<file path="config.mk">
export PLATFORM = sky130hd
export DESIGN_NAME = muldiv_seq
export DESIGN_NICKNAME = d
export VERILOG_FILES = /design/src/rtl/muldiv_seq.sv
export SDC_FILE = /design/constraint.sdc
export NUM_CORES = 1
export LEC_CHECK = 0
export BUFFER_PORTS_ARGS = -buffer_cell sky130_fd_sc_hd__buf_2
export CORE_MARGIN = 3
export CORE_UTILIZATION = 36
export DETAILED_ROUTE_END_ITERATION = 10
export PLACE_DENSITY = 0.52
export REMOVE_ABC_BUFFERS = 1
export SLEW_MARGIN = 20
export SYNTH_ARGS = -nofsm -noshare
export SYNTH_HDL_FRONTEND = slang
export SYNTH_SLANG_ARGS = --single-unit
</file>
<file path="constraint.sdc">
create_clock -name clk_i -period 14.05 [get_ports clk_i]
set_input_delay 1.405 -clock clk_i [delete_from_list [all_inputs] [get_ports clk_i]]
set_output_delay 1.405 -clock clk_i [all_outputs]
set_load 0.03 [all_outputs]
</file>
<file path="src/rtl/muldiv_seq.sv">
// Iterative RV32M multiply/divide unit: one shift-add or restoring shift-subtract step per cycle.
// Optional macro DIV_EARLY_OUT_EN sends divide-by-zero and signed overflow straight to DONE.
module muldiv_seq #(
  parameter int WIDTH = 32
) (
  input  logic             clk_i,
  input  logic             rst_i,
  input  logic             start_i,
  input  logic [2:0]       func3_i,
  input  logic [WIDTH-1:0] op_a_i,
  input  logic [WIDTH-1:0] op_b_i,
  input  logic             kill_i,
  output logic             busy_o,
  output logic             valid_o,
  output logic [WIDTH-1:0] result_o
);

  localparam int CW = $clog2(WIDTH);
  localparam logic [WIDTH-1:0] MIN_NEG = {1'b1, {(WIDTH-1){1'b0}}};

  typedef enum logic [1:0] {IDLE, BUSY, DONE} state_t;

  state_t           state_q, state_d;
  logic [CW-1:0]    cnt_q, cnt_d;
  logic [WIDTH-1:0] hi_q, hi_d, lo_q, lo_d, opnd_q, opnd_d;
  logic [WIDTH-1:0] force_q, force_d, result_q, result_d;
  logic [2:0]       func_q, func_d;
  logic             neg_q, neg_d, rneg_q, rneg_d, special_q, special_d;

  // Operand decode, only meaningful in the accepting IDLE cycle
  logic             is_div_in, a_signed_in, b_signed_in, sa_in, sb_in;
  logic             div0_in, ovf_in, special_in, accept;
  logic [WIDTH-1:0] ma_in, mb_in, force_in;

  always_comb begin
    is_div_in   = func3_i[2];
    a_signed_in = is_div_in ? ~func3_i[0] : (func3_i[1:0] == 2'b01 || func3_i[1:0] == 2'b10);
    b_signed_in = is_div_in ? ~func3_i[0] : (func3_i[1:0] == 2'b01);
    sa_in       = a_signed_in & op_a_i[WIDTH-1];
    sb_in       = b_signed_in & op_b_i[WIDTH-1];
    ma_in       = sa_in ? -op_a_i : op_a_i;
    mb_in       = sb_in ? -op_b_i : op_b_i;
    div0_in     = (op_b_i == '0);
    ovf_in      = ~func3_i[0] && (op_a_i == MIN_NEG) && (op_b_i == '1);
    special_in  = is_div_in & (div0_in | ovf_in);
    // func3[1] distinguishes REM/REMU from DIV/DIVU
    force_in    = div0_in ? (func3_i[1] ? op_a_i : '1) : (func3_i[1] ? '0 : MIN_NEG);
    accept      = start_i & ~kill_i;
  end

  // One iteration step
  logic [WIDTH:0]   mul_sum, div_sh, div_diff;
  logic             div_ge, is_div;
  logic [WIDTH-1:0] step_hi, step_lo, quot_s, rem_s, final_res;
  logic [2*WIDTH-1:0] prod, prod_s;

  always_comb begin
    is_div   = func_q[2];
    mul_sum  = {1'b0, hi_q} + (lo_q[0] ? {1'b0, opnd_q} : '0);
    div_sh   = {hi_q, lo_q[WIDTH-1]};
    div_diff = div_sh - {1'b0, opnd_q};
    div_ge   = ~div_diff[WIDTH];
    step_hi  = is_div ? (div_ge ? div_diff[WIDTH-1:0] : div_sh[WIDTH-1:0]) : mul_sum[WIDTH:1];
    step_lo  = is_div ? {lo_q[WIDTH-2:0], div_ge} : {mul_sum[0], lo_q[WIDTH-1:1]};
    prod     = {step_hi, step_lo};
    prod_s   = neg_q ? -prod : prod;
    quot_s   = neg_q ? -step_lo : step_lo;
    rem_s    = rneg_q ? -step_hi : step_hi;
    if (special_q)            final_res = force_q;
    else if (is_div)          final_res = func_q[1] ? rem_s : quot_s;
    else if (func_q == 3'b000) final_res = prod_s[WIDTH-1:0];
    else                      final_res = prod_s[2*WIDTH-1:WIDTH];
  end

  // State register
  always_ff @(posedge clk_i) begin
    // NOTE: sequential state uses non-blocking assignments so every flop samples pre-edge values.
    if (rst_i) state_q <= IDLE;
    else       state_q <= state_d;
  end

  // Next-state logic
  always_comb begin
    // NOTE: default first so every path assigns state_d and no latch is inferred.
    state_d = state_q;
    unique case (state_q)
      IDLE: if (accept) begin
`ifdef DIV_EARLY_OUT_EN
        state_d = special_in ? DONE : BUSY;
`else
        state_d = BUSY;
`endif
      end
      BUSY: if (cnt_q == CW'(WIDTH-1)) state_d = DONE;
      DONE: state_d = IDLE;
      default: state_d = IDLE;
    endcase
    if (kill_i) state_d = IDLE;
  end

  // Datapath next values
  always_comb begin
    cnt_d     = cnt_q;
    hi_d      = hi_q;
    lo_d      = lo_q;
    opnd_d    = opnd_q;
    force_d   = force_q;
    func_d    = func_q;
    neg_d     = neg_q;
    rneg_d    = rneg_q;
    special_d = special_q;
    result_d  = result_q;
    if (state_q == IDLE && accept) begin
      cnt_d     = '0;
      hi_d      = '0;
      lo_d      = is_div_in ? ma_in : mb_in;
      opnd_d    = is_div_in ? mb_in : ma_in;
      force_d   = force_in;
      func_d    = func3_i;
      neg_d     = sa_in ^ sb_in;
      rneg_d    = sa_in;
      special_d = special_in;
    end else if (state_q == BUSY) begin
      cnt_d = cnt_q + 1'b1;
      hi_d  = step_hi;
      lo_d  = step_lo;
    end
    if (state_d == DONE && state_q != DONE)
      result_d = (state_q == IDLE) ? force_in : final_res;
  end

  always_ff @(posedge clk_i) begin
    if (rst_i) begin
      cnt_q     <= '0;
      hi_q      <= '0;
      lo_q      <= '0;
      opnd_q    <= '0;
      force_q   <= '0;
      func_q    <= '0;
      neg_q     <= 1'b0;
      rneg_q    <= 1'b0;
      special_q <= 1'b0;
      result_q  <= '0;
    end else begin
      cnt_q     <= cnt_d;
      hi_q      <= hi_d;
      lo_q      <= lo_d;
      opnd_q    <= opnd_d;
      force_q   <= force_d;
      func_q    <= func_d;
      neg_q     <= neg_d;
      rneg_q    <= rneg_d;
      special_q <= special_d;
      result_q  <= result_d;
    end
  end

  // Outputs
  always_comb begin
    busy_o   = (state_q != IDLE);
    valid_o  = (state_q == DONE);
    result_o = result_q;
  end

endmodule

</file>
# Word level (Yosys, flattened, before mapping)
# Cells that the tools add are included.
# totals
ff_bits,173
input_bits,71
output_inout_bits,34
wordCells,75
# op_classes
add_sub_neg,8
n_eq_ne,9
muxes,27
bitwise_logic,9
reduce_logical,11
# op_table
cell,count
32-bit 2-to-1 mux,20
32-bit negator,4
32-bit equality test (second input constant),2
64-bit 2-to-1 mux,1
64-bit negator,1
32-bit by 32-bit adder with 33-bit output,1
33-bit by 32-bit subtractor with 33-bit output,1
32-bit zero test,1
2-bit equality test (second input constant),3
2-bit 2-to-1 mux,3
5-bit by 1-bit adder with 5-bit output (second input constant),1
5-bit equality test (second input constant),1
1-bit AND,4
2-bit by 1-bit equality test with 1-bit output (second input constant),2
1-bit logical AND,4
2-bit case mux with 2 select lines,1
2-bit nonzero test,2
3-bit zero test,1
1-bit NOT,3
2-bit zero test,1
1-bit 2-to-1 mux,2
2-bit != test (second input constant),1
2-bit OR reduction,1
1-bit logical OR,1
other kinds (2),2

# Depth between registers and ports, before layout
# depth
depth_word,9
mapped_depth,26
depth_no_buf,24

# Worst setup path after synthesis
# Ideal clock, no wire load.
# synth_timing
path_type,register to register
start,reg lo_q[31]
end,"reg result_q[30], in the netlist result_o[30]"
arrival_ns,5.653
required_time_ns,13.911
path_slack_ns,8.259
path_stages_with_launch,24
n_path_buf,1
period_less_slack_ns,5.791
path_cell_list,dfxtp_1 inv_1 ha_1 fa_1 nor2b_1 o31ai_1 a211o_1 a21boi_4 nor3_2 nor2_1 clkbuf_1 a211oi_1 a21oi_1 ha_1 nand2_1 or4b_1 o31ai_1 o32ai_1 nor3_2 nand4_1 o31ai_1 xnor2_1 a2111oi_0 a2111oi_0
# synth_via
elab_chain_len,9
word_cells_on_any_way,16
# synth_rtl
item,line,rtl
"start, declared",25,"logic [WIDTH-1:0] hi_q, hi_d, lo_q, lo_d, opnd_q, opnd_d;"
"start signal, assigned",147,lo_q <= lo_d;
33-bit by 32-bit subtractor with 33-bit output,61,"div_diff = div_sh - {1'b0, opnd_q};"
32-bit 2-to-1 mux or 1-bit NOT (tied branches),"63, 62",
32-bit 2-to-1 mux (on tied branches),"63, 64",
"64-bit negator, or another cell as far along",66,prod_s = neg_q ? -prod : prod;
"64-bit 2-to-1 mux, or another cell as far along",66,
32-bit 2-to-1 mux (on tied branches),"71, 70",
32-bit 2-to-1 mux *,70,else if (is_div) final_res = func_q[1] ? rem_s : quot_s;
32-bit 2-to-1 mux *,69,if (special_q) final_res = force_q;
32-bit 2-to-1 mux *,129,result_d = (state_q == IDLE) ? force_in : final_res;
"end signal, assigned",154,result_q <= result_d;
"end, declared",26,"logic [WIDTH-1:0] force_q, force_d, result_q, result_d;"
# Every way passes the cells marked *; elsewhere a longest branch is shown, timed or not.
# A chain may end at the register's enable or synchronous reset.

# Final worst setup path
# Same ends and word-level chain as after synthesis.

==> impl_results.md <==
* Leak pwr at between 0.006 and 0.007 µW
* Inst Count DP at about 3,000
* Power per cell area at between 80 and 90 nW/µm²
* Synth Area in Compound Gates at 31.9%
* Antenna violations before repair at 1
* CTS Buffer Depth at 2
* IO Pins at around 110
* First-pass GRT wire length at 106 mm
* Mapped cell area at 17,000 µm²
* Synth Register Bits at ~170
* Clk_skew at 0.0103 ns
* WS Path Type: register to register
* Seq/Total Area, Yosys at 20.4%
* Most common cell after layout, fill and taps aside: nand2_1
* Clock transition at path regs at around 0.070 ns
* Largest family of logic cells by synthesized area: compound AO/OA/AOI/OAI gates
* Iteration-0 DRC Markers at 1,841
* Quantity of gates resized following cts at 0
* CTS Sinks at around 170
* IO Port Bufs at between 100 and 150
* Post-synth EDFFs at 0
* Ratio of cells with drive above 1 in the final layout at a little under a tenth
* DR vias at 18,600
* Core Rows at 78
* TritonCTS clock tree: yes
* Post-CTS setup buffers at 0
* CP arrival at approximately 7.5 ns
* Vias in the first global route at approximately 17,000
* Synthesized instance count at around 2,500
* Die area at ~50,000 µm²
* Final hold violation count at 0
* HP Class: register to register
* Antenna-violating nets left at 0
* DR pass1 iterations at 6
* Starting Density at between 30% and 40%
* Final period utilization at about half
* FF-to-FF End: result_o[30]
* # hold bufs at CTS at 0
* Slew @ Worst Pin at 1.05 ns
* Crit Path Max Fanout at 15
* Drt via density at between 6 and 7
* # diodes at 0
* Slew headroom at about 28%
* Hpwl dp at ~54 mm
* Worst reg2reg startpoint: lo_q[31]
* Min-Delay Endpoint: result_o[8]
* Worst Hold Launch: result_o[8]
* Avg Synthesized Cell Area at just under 7 µm²
* F_max at approximately 0.14 GHz
* Clock Latency Late Sink at 0.46 ns
* MaxCap Viol Count at 0
* Synthesis-to-layout area growth at 9.04%
* Simple-Gate Fraction of Synth Area at around a quarter
* CTS Buf Count at 17
* RSZ-0062 raised after global routing: false
* Main synth FF type: dfxtp_1
* Placeable Area at about 46,000 µm²
* Final Max Tran Viols at 0
* Die span in x at between 200 and 250 µm
* Worst Path Required at around 14 ns
* Total routed wirelength at about 70 mm
* Library cells used by synthesis at 96
* Reg2Reg Setup Slack at ~6.9 ns
* Post-synthesis adder-cell area fraction at 5.55%
* Worst hold path depth at 2
* Routability congestion estimate at 0.971
* Synth Area in XOR/XNOR at a little over 9%
* Worst vdd ir at between 0.08 and 0.09 mV
* Total gr overflow at 0
* Share of flip-flops with an asynchronous set or reset at 0%
* Reg2reg path depth at 24
* # H-tree levels at 4
* Setup violators final at 0
* CP startpoint kind: register
* Mux contribution to synthesized area at approximately 2.9%
* Clock Root Buffer: clkbuf_16
* Routed WL per cell at around 23 µm
* Setup crit end kind: register
* DRC at 0
* Shortest period the worst path allows at around 7.1 ns
* Final #Nets at ~2,600
* Chip height at about 220 µm
* Synth warn at 0
* Pin count of the biggest net entering global routing at 70
* Outcome: finished clean
* Setup TNS at 0 ns
* Tot GR Track Use at a little over a quarter
* Commonest non-fill, non-tap cells in the layout: 323 x nand2_1, 270 x nor2_1, 263 x a21oi_1
* Finished Layout Cells at 3,073
[logic make-up after synthesis]
family / after synthesis
and+or+nand+nor: 899
xor gates and xnor gates: 178
adders and majority gates: 74
DFF: 173
muxes: 48
buffers and inverters: 241
AOI/OAI and AO/OA: 842
[stage by stage]
stage	worst slack (ns)	hold WS, ns	power, µW	instance area [µm²]	utilization, %
after floorplan	6.00	0.416	934	16300	-
after global placement	7.26	0.441	1130	17900	39.0
after detailed placement	7.08	0.450	1130	17900	39.0
after CTS	7.01	0.458	1610	18500	40.2
after global routing	6.44	0.487	1690	18500	40.2
final	6.91	0.452	1610	18500	40.2
[worst max path at each step]
stage          slack (ns)      endpoint  startpoint  cells after the start
2_1_floorplan        6.00  result_o[30]   func_q[2]                     13
3_3_place_gp         7.26  result_o[30]    lo_q[31]                     24
3_5_place_dp         7.08  result_o[30]    lo_q[31]                     24
4_1_cts              7.01  result_o[30]    lo_q[31]                     24
5_1_grt              6.44  result_o[30]    lo_q[31]                     24
6_report             6.91  result_o[30]    lo_q[31]                     24
[report_power, final]
part           switching [µW]  internal (µW)  leakage (µW)
Sequential               22.9            507       0.00141
Clock                     222            254      0.000256
Combinational             406            201       0.00527
[worst max-delay path: stages, from the launching register on]
cell and delay (ns):
dfxtp_1 0.47, inv_1 0.08, ha_1 0.23, fa_1 0.43, nor2b_1 0.24, o31ai_1 0.16, a211o_1 0.40, a21boi_4 0.28
nor3_2 0.14, buf_4 0.24, nor2_1 0.15, buf_4 0.26, a211oi_1 0.10, a21oi_1 0.38, ha_1 0.37, nand2_1 0.07
or4b_1 0.49, o31ai_1 0.31, o32ai_1 0.27, nor3_2 0.56, nand4_1 0.32, o31ai_1 0.37, xnor2_1 0.11, a2111oi_0 0.41
a2111oi_0 0.12
[sequential cells by signal (all words and copies together), names as in the netlist]
signal     cells
cnt_q          5
result_o      32
neg_q          1
state_q        2
special_q      1
func_q         3
lo_q          32
force_q       32
hi_q          32
rneg_q         1
opnd_q        32
[area by class of cell]
cell class	instances	area [µm²]
fill	4908	27500
clock buffer	23	468
clock inverter	8	86.3
sequential	173	3470
timing repair buffer	147	843
multi-input combinational	2041	12600
tap	600	751
inverter	81	304
[cells in the mapped netlist, types with 9 or more instances]
library cell / instances / area (µm²)
xor2_1: 81 / 709
mux2i_1: 39 / 390
nand4_1: 38 / 238
clkbuf_1: 131 / 492
o21ai_0: 177 / 886
o21a_1: 9 / 67.6
nor3_1: 55 / 275
nor2b_1: 11 / 68.8
o211ai_1: 102 / 766
nand3_1: 37 / 185
a21o_1: 20 / 150
o221ai_1: 14 / 123
buf_2: 20 / 100
nor4_1: 20 / 125
or4_1: 11 / 82.6
o21bai_1: 13 / 97.6
or3_1: 21 / 131
nand2b_1: 18 / 113
a211oi_1: 56 / 420
a31oi_1: 26 / 163
inv_1: 79 / 297
ha_1: 72 / 901
a21oi_1: 263 / 1320
a221oi_1: 11 / 96.3
nor2_1: 271 / 1020
a2111oi_0: 10 / 87.6
a21boi_0: 9 / 67.6
and3_1: 11 / 68.8
and2_1: 41 / 257
mux2_2: 9 / 101
nand2_1: 323 / 1210
dfxtp_1: 173 / 3460
xnor2_1: 97 / 850
o31ai_1: 29 / 218
[metal layers]
metal  global-route usage, %  wire [µm]
met5                       0          0
met1                    37.9      32300
met2                    42.8      30800
met3                    3.71       4590
met4                    11.0       2630
Note: power is estimated with default switching activity, not from simulation.
